==> src/rtl/uart_frame_pkg.sv <==
// Shared definitions for the UART frame collector: frame geometry helpers,
// FSM state encoding and the running checksum step.
package uart_frame_pkg;

  typedef logic [0:0] state_t;
  localparam state_t ST_IDLE    = 1'b0;
  localparam state_t ST_COLLECT = 1'b1;

  localparam int CHK_W = 32;

  function automatic int bytes_per_data(input int data_size, input int trama_size);
    return (data_size + trama_size - 1) / trama_size;
  endfunction

  // One opcode byte always follows the operands; a checksum byte is optional.
  function automatic int frame_bytes(input int n_operands, input int data_size,
                                     input int trama_size, input bit chk_en);
    return n_operands * bytes_per_data(data_size, trama_size) + 1 + (chk_en ? 1 : 0);
  endfunction

  function automatic logic [CHK_W-1:0] chk_update(input logic [CHK_W-1:0] acc,
                                                  input logic [CHK_W-1:0] b);
    return acc ^ b;
  endfunction

endpackage

==> src/rtl/frame_out_reg.sv <==
// Output holding register for completed frames with load/accept/overrun logic.
module frame_out_reg #(
  parameter int OPS_W       = 16,
  parameter int OPCODE_SIZE = 6
) (
  input  logic                   i_clk,
  input  logic                   i_reset,
  input  logic                   load,
  input  logic [OPS_W-1:0]       load_operands,
  input  logic [OPCODE_SIZE-1:0] load_opcode,
  input  logic                   ready,
  output logic [OPS_W-1:0]       operands,
  output logic [OPCODE_SIZE-1:0] opcode,
  output logic                   valid,
  output logic                   overrun
);

  // Handshake: valid stays high with operands/opcode frozen until the edge
  // where valid && ready; a load on that same edge replaces the frame and
  // keeps valid high, while a load into a held, unaccepted frame is dropped
  // and flagged with a one-cycle overrun pulse.
  always_ff @(posedge i_clk) begin
    if (i_reset) begin
      operands <= '0;
      opcode   <= '0;
      valid    <= 1'b0;
      overrun  <= 1'b0;
    end else begin
      overrun <= 1'b0;
      if (load) begin
        if (!valid || ready) begin
          operands <= load_operands;
          opcode   <= load_opcode;
          valid    <= 1'b1;
        end else begin
          overrun <= 1'b1;
        end
      end else if (valid && ready) begin
        valid <= 1'b0;
      end
    end
  end

endmodule

==> src/rtl/uart_frame_collector.sv <==
// Assembles operands and an opcode from UART RX bytes into a valid/ready frame.
// Optional trailing XOR checksum byte enabled by UART_FRAME_CHECKSUM_EN.
module uart_frame_collector
  import uart_frame_pkg::*;
#(
  parameter int DATA_SIZE      = 8,
  parameter int TRAMA_SIZE     = 8,
  parameter int OPCODE_SIZE    = 6,
  parameter int N_OPERANDS     = 2,
  parameter int TIMEOUT_CYCLES = 100000
) (
  input  logic                             i_clk,
  input  logic                             i_reset,
  input  logic                             i_rx_done,
  input  logic [TRAMA_SIZE-1:0]            i_rx_byte,
  output logic [N_OPERANDS*DATA_SIZE-1:0]  o_operands,
  output logic [OPCODE_SIZE-1:0]           o_opcode,
  output logic                             o_valid,
  input  logic                             i_ready,
  output logic                             o_overrun,
  output logic                             o_timeout,
  output logic                             o_chk_err,
  output state_t                           dbg_state
);

`ifdef UART_FRAME_CHECKSUM_EN
  localparam bit CHK_EN = 1'b1;
`else
  localparam bit CHK_EN = 1'b0;
`endif

  localparam int BPD         = bytes_per_data(DATA_SIZE, TRAMA_SIZE);
  localparam int DATA_BYTES  = N_OPERANDS * BPD;
  localparam int FRAME_BYTES = frame_bytes(N_OPERANDS, DATA_SIZE, TRAMA_SIZE, CHK_EN);
  localparam int OPS_W       = N_OPERANDS * DATA_SIZE;
  localparam int CNT_W       = $clog2(FRAME_BYTES);
  localparam int TO_W        = $clog2(TIMEOUT_CYCLES + 1);

  localparam logic [CNT_W-1:0] LAST_IDX   = CNT_W'(FRAME_BYTES - 1);
  localparam logic [CNT_W-1:0] OPCODE_IDX = CNT_W'(DATA_BYTES);
  localparam logic [TO_W-1:0]  TO_LAST    = TO_W'(TIMEOUT_CYCLES - 1);

  state_t                             state_q;
  logic [CNT_W-1:0]                   count_q;
  logic [TO_W-1:0]                    to_cnt_q;
  logic [DATA_BYTES*TRAMA_SIZE-1:0]   data_buf_q;
  logic                               timeout_q;
  logic                               last_byte;
  logic                               expire;
  logic                               load_req;
  logic [OPS_W-1:0]                   load_ops;
  logic [OPCODE_SIZE-1:0]             load_opc;

  assign last_byte = i_rx_done && (count_q == LAST_IDX);
  // A byte arriving on the expiry cycle wins over the timeout.
  assign expire    = (state_q == ST_COLLECT) && !i_rx_done && (to_cnt_q == TO_LAST);
  assign dbg_state = state_q;
  assign o_timeout = timeout_q;

  always_ff @(posedge i_clk) begin
    if (i_reset) begin
      state_q   <= ST_IDLE;
      count_q   <= '0;
      to_cnt_q  <= '0;
      timeout_q <= 1'b0;
    end else begin
      timeout_q <= 1'b0;
      if (i_rx_done) begin
        to_cnt_q <= '0;
        if (last_byte) begin
          state_q <= ST_IDLE;
          count_q <= '0;
        end else begin
          state_q <= ST_COLLECT;
          count_q <= count_q + 1'b1;
        end
      end else if (expire) begin
        state_q   <= ST_IDLE;
        count_q   <= '0;
        to_cnt_q  <= '0;
        timeout_q <= 1'b1;
      end else if (state_q == ST_COLLECT) begin
        to_cnt_q <= to_cnt_q + 1'b1;
      end
    end
  end

  // Operand bytes land little-endian in a flat buffer indexed by byte count.
  always_ff @(posedge i_clk) begin
    if (i_reset) begin
      data_buf_q <= '0;
    end else begin
      for (int b = 0; b < DATA_BYTES; b++) begin
        if (i_rx_done && (count_q == CNT_W'(b))) begin
          data_buf_q[b*TRAMA_SIZE +: TRAMA_SIZE] <= i_rx_byte;
        end
      end
    end
  end

  for (genvar k = 0; k < N_OPERANDS; k++) begin : g_ops
    assign load_ops[k*DATA_SIZE +: DATA_SIZE] = data_buf_q[k*BPD*TRAMA_SIZE +: DATA_SIZE];
  end

`ifdef UART_FRAME_CHECKSUM_EN
  logic [TRAMA_SIZE-1:0] acc_q;
  logic [TRAMA_SIZE-1:0] op_byte_q;
  logic                  chk_err_q;

  always_ff @(posedge i_clk) begin
    if (i_reset) begin
      acc_q     <= '0;
      op_byte_q <= '0;
      chk_err_q <= 1'b0;
    end else begin
      chk_err_q <= last_byte && (acc_q != i_rx_byte);
      if (i_rx_done) begin
        acc_q <= (count_q == '0) ? i_rx_byte
                                 : TRAMA_SIZE'(chk_update(CHK_W'(acc_q), CHK_W'(i_rx_byte)));
        if (count_q == OPCODE_IDX) begin
          op_byte_q <= i_rx_byte;
        end
      end
    end
  end

  assign load_req  = last_byte && (acc_q == i_rx_byte);
  assign load_opc  = op_byte_q[OPCODE_SIZE-1:0];
  assign o_chk_err = chk_err_q;
`else
  assign load_req  = last_byte;
  assign load_opc  = i_rx_byte[OPCODE_SIZE-1:0];
  assign o_chk_err = 1'b0;
`endif

  frame_out_reg #(
    .OPS_W       (OPS_W),
    .OPCODE_SIZE (OPCODE_SIZE)
  ) u_out (
    .i_clk         (i_clk),
    .i_reset       (i_reset),
    .load          (load_req),
    .load_operands (load_ops),
    .load_opcode   (load_opc),
    .ready         (i_ready),
    .operands      (o_operands),
    .opcode        (o_opcode),
    .valid         (o_valid),
    .overrun       (o_overrun)
  );

endmodule

==> config.mk <==
export PLATFORM = sky130hd
export DESIGN_NAME = uart_frame_collector
export DESIGN_NICKNAME = d
export VERILOG_FILES = /design/src/rtl/uart_frame_pkg.sv /design/src/rtl/frame_out_reg.sv /design/src/rtl/uart_frame_collector.sv
export SDC_FILE = /design/constraint.sdc
export NUM_CORES = 1
export LEC_CHECK = 0
export CORE_MARGIN = 2
export CORE_UTILIZATION = 25
export CTS_CLUSTER_SIZE = 12
export DETAILED_ROUTE_END_ITERATION = 8
export PLACE_DENSITY = 0.46
export SLEW_MARGIN = 20
export SYNTH_ARGS = -nofsm -noshare
export SYNTH_HDL_FRONTEND = slang
export SYNTH_SLANG_ARGS = --single-unit
==> constraint.sdc <==
create_clock -name i_clk -period 2.01 [get_ports i_clk]
set_input_delay 0.3015 -clock i_clk [delete_from_list [all_inputs] [get_ports i_clk]]
set_output_delay 0.3015 -clock i_clk [all_outputs]
set_load 0.02 [all_outputs]
==> results.py <==
metrics = {
    "run_status": {
        "status": "finished clean",
    },
    "clock_tree": {
        "clock-sinks": 61,
        "post_cts_buffers": 0,
        "cts_root_buf": "clkbuf_8",
        "cts_tree": "yes",
        "path_clk_slew_ps": 70,
        "hold_buffers": 0,
        "clkLatencyLatePin_ps": 340,
        "cts_max_level": 3,
        "numCtsBuffers": 9,
        "cts-resized-gates": 0,
        "clockBufferDepth": 2,
    },
    "timing": {
        "rsz0062_at_grt": "false",
        "fin_skew_ps": 5.79,
        "tightest_slew_ps": 578,
        "drv_slew": 0,
        "min_period_over_period": 0.897,
        "max-slew-margin-rel": 0.609,
        "tns_ps": 0,
        "finalSetupViolCount": 0,
        "fmax_ghz": 0.555,
        "finalHoldViolations": 0,
        "finalCriticalPeriod_ps": 1800,
        "fin_ws_ps": 207,
    },
    "pwr": {
        "p_leak_nw": 1.11,
        "p_per_area_mw_per_mm2": 915,
        "power_w": 0.00286,
        "vdd_drop_max_mv": 0.428,
    },
    "synthesis": {
        "syn_nets": 276,
        "yosysWarnings": 0,
        "netlist_instances": 263,
        "yosysSeqAreaShare": 0.524,
        "synth-edff-count": 0,
        "async_flop_share": 0,
        "synth_area_leaders": "dfxtp_1, nand2_1, mux2i_1",
        "yosysMostFrequentCell": "dfxtp_1",
        "syn_area_mm2": 0.00233,
        "synth_area_leader_cell": "dfxtp_1",
        "ys_top_cells_by_count": "dfxtp_1, nand2_1, nor2_1, a21oi_1, mux2i_1",
        "syn-mean-instance-area_um2": 8.86,
        "synth_top_area_frac": 0.524,
        "synth_ff_type": "dfxtp_1",
        "synth_cell_types": 30,
        "ys_ff_latch": 61,
    },
    "floorplanning": {
        "core_mm2": 0.00915,
        "die_h_um": 101,
        "boundaryPins": 39,
        "std_cell_rows": 35,
        "initial_core_util": 0.255,
        "fp.dieW_um": 101,
        "die_area_mm2": 0.0101,
    },
    "worst_setup_path": {
        "path_class": "flop to primary output",
        "required_ps": 1710,
        "cp-end-kind": "primary output",
        "start_kind": "flop",
        "worstPathArrival_ps": 1500,
        "crit_path_max_fanout": 7,
    },
    "cells_and_area": {
        "utilization": 0.341,
        "drive_gt1_frac": 0.0932,
        "finalNonFillerCells": 422,
        "fin_nets": 319,
        "n_antenna_cell": 0,
        "syn2layout_area_growth_pct": 34.0,
        "fillers": 937,
    },
    "global_route": {
        "grt_max_degree": 44,
        "grt_pass1_wl_um": 8960,
        "grt_usage": 0.115,
        "overflow": 0,
        "grt_pass1_vias": 1898,
        "antenna_found_initial": 0,
    },
    "place": {
        "dp_hpwl_um": 3440,
        "dpl.cell_count": 406,
        "port_buffers": 37,
        "place_congestion": 0.820,
        "dp_slack_ps": 162,
    },
    "route": {
        "routedWlPerCell_um": 12.4,
        "ant_nets": 0,
        "drtPass1Iterations": 4,
        "drc_errors": 0,
        "routed_wl_um": 5220,
        "routed_via_density": 4.38,
        "first_iter_violations": 69,
        "num_vias": 1849,
    },
    "run": {
        "maxCapViolations": 0,
    },
    "min_path": {
        "min_path_type": "flop to flop",
    },
}
stage by stage:
| stage | instance area (um2) | hold slack (ps) |
|---|---|---|
| 2_1_floorplan | 2330 | 431 |
| 3_3_place_gp | 2860 | 445 |
| 3_5_place_dp | 2860 | 449 |
| 4_1_cts | 3120 | 449 |
| 5_1_grt | 3120 | 471 |
| 6_report | 3120 | 450 |
kinds of logic after synthesis:
group | synth area share
AND/OR/NAND/NOR | 0.235
flip-flops | 0.524
AO/OA/AOI/OAI | 0.0719
buffers and inverters | 0.0333
multiplexers | 0.0730
XOR/XNOR | 0.0564
adder cells (fa/ha/maj) | 0.00537
other | 0.00161
routing by layer:
layer	part of all wire	vias to the layer above	GRT usage	wire length, um
met1	0.49	841	0.145	2550
met3	0.057	7	0.0465	296
li1	-	959	-	-
met2	0.44	42	0.173	2290
met4	0.016	0	0.0506	86
met5	0	-	0	0
worst paths after layout:
check,slack [ps],depth (start not counted),endpoint,startpoint
hold reg to reg,450,2,u_out.operands[8]$_SDFFE_PP0P_,data_buf_q[8]$_SDFFE_PP0P_
setup / recovery,210,2,dbg_state,dbg_state$_SDFFE_PP0P_
setup reg to reg,260,4,to_cnt_q[15]$_SDFFE_PP0P_,to_cnt_q[2]$_SDFFE_PP0P_
hold / removal,450,2,u_out.operands[8]$_SDFFE_PP0P_,data_buf_q[8]$_SDFFE_PP0P_
worst max-delay path, stage by stage (launching register included):
cell	delay, ps
dfxtp_1	370
buf_4	180
clkdlybuf4s50_1	610
registers in the layout, indices dropped and copies added, names as in the netlist:
signal	flops
u_out.valid	1
data_buf_q	16
u_out.operands	16
o_timeout	1
count_q	2
to_cnt_q	17
u_out.opcode	6
u_out.overrun	1
dbg_state	1
layout make-up:
class / count / area, um2 / area share
Tap cell: 111 / 139 / 0.0445
Multi-Input combinational cell: 184 / 1030 / 0.331
Inverter: 3 / 11.3 / 0.00361
Sequential cell: 61 / 1220 / 0.391
Clock inverter: 7 / 138 / 0.0441
Clock buffer: 9 / 124 / 0.0397
Timing Repair Buffer: 47 / 458 / 0.147
power by group:
part	switching, W	total, W	internal, W
Combinational	0.0000849	0.000161	0.0000757
Clock	0.000501	0.00144	0.000944
Sequential	0.0000157	0.00125	0.00124
Total	0.000601	0.00286	0.00226
placed cells by master, fill, tap and decap left out, drive strengths merged:
| cell type | Yosys | routed |
|---|---|---|
| a21oi | 25 | 25 |
| a41o | 2 | 2 |
| and3 | 1 | 1 |
| buf | 4 | 10 |
| bufinv | 0 | 4 |
| clkbuf | 11 | 9 |
| clkdlybuf4s50 | 0 | 37 |
| clkinv | 0 | 2 |
| clkinvlp | 0 | 1 |
| conb | 1 | 1 |
| dfxtp | 61 | 61 |
| ha | 1 | 1 |
| inv | 3 | 3 |
| mux2i | 17 | 17 |
| nand2 | 51 | 51 |
| nand2b | 3 | 3 |
| nand3 | 1 | 1 |
| nand3b | 1 | 1 |
| nand4 | 10 | 10 |
| nor2 | 37 | 37 |
| nor2b | 1 | 1 |
| nor3 | 5 | 5 |
| nor4 | 3 | 3 |
| nor4b | 2 | 2 |
| nor4bb | 1 | 1 |
| o21ai | 2 | 2 |
| o22ai | 2 | 2 |
| or2 | 1 | 1 |
| or3 | 1 | 1 |
| or4 | 1 | 1 |
| xnor2 | 11 | 11 |
| xor2 | 4 | 4 |
Power figures use the tool's default switching activity.
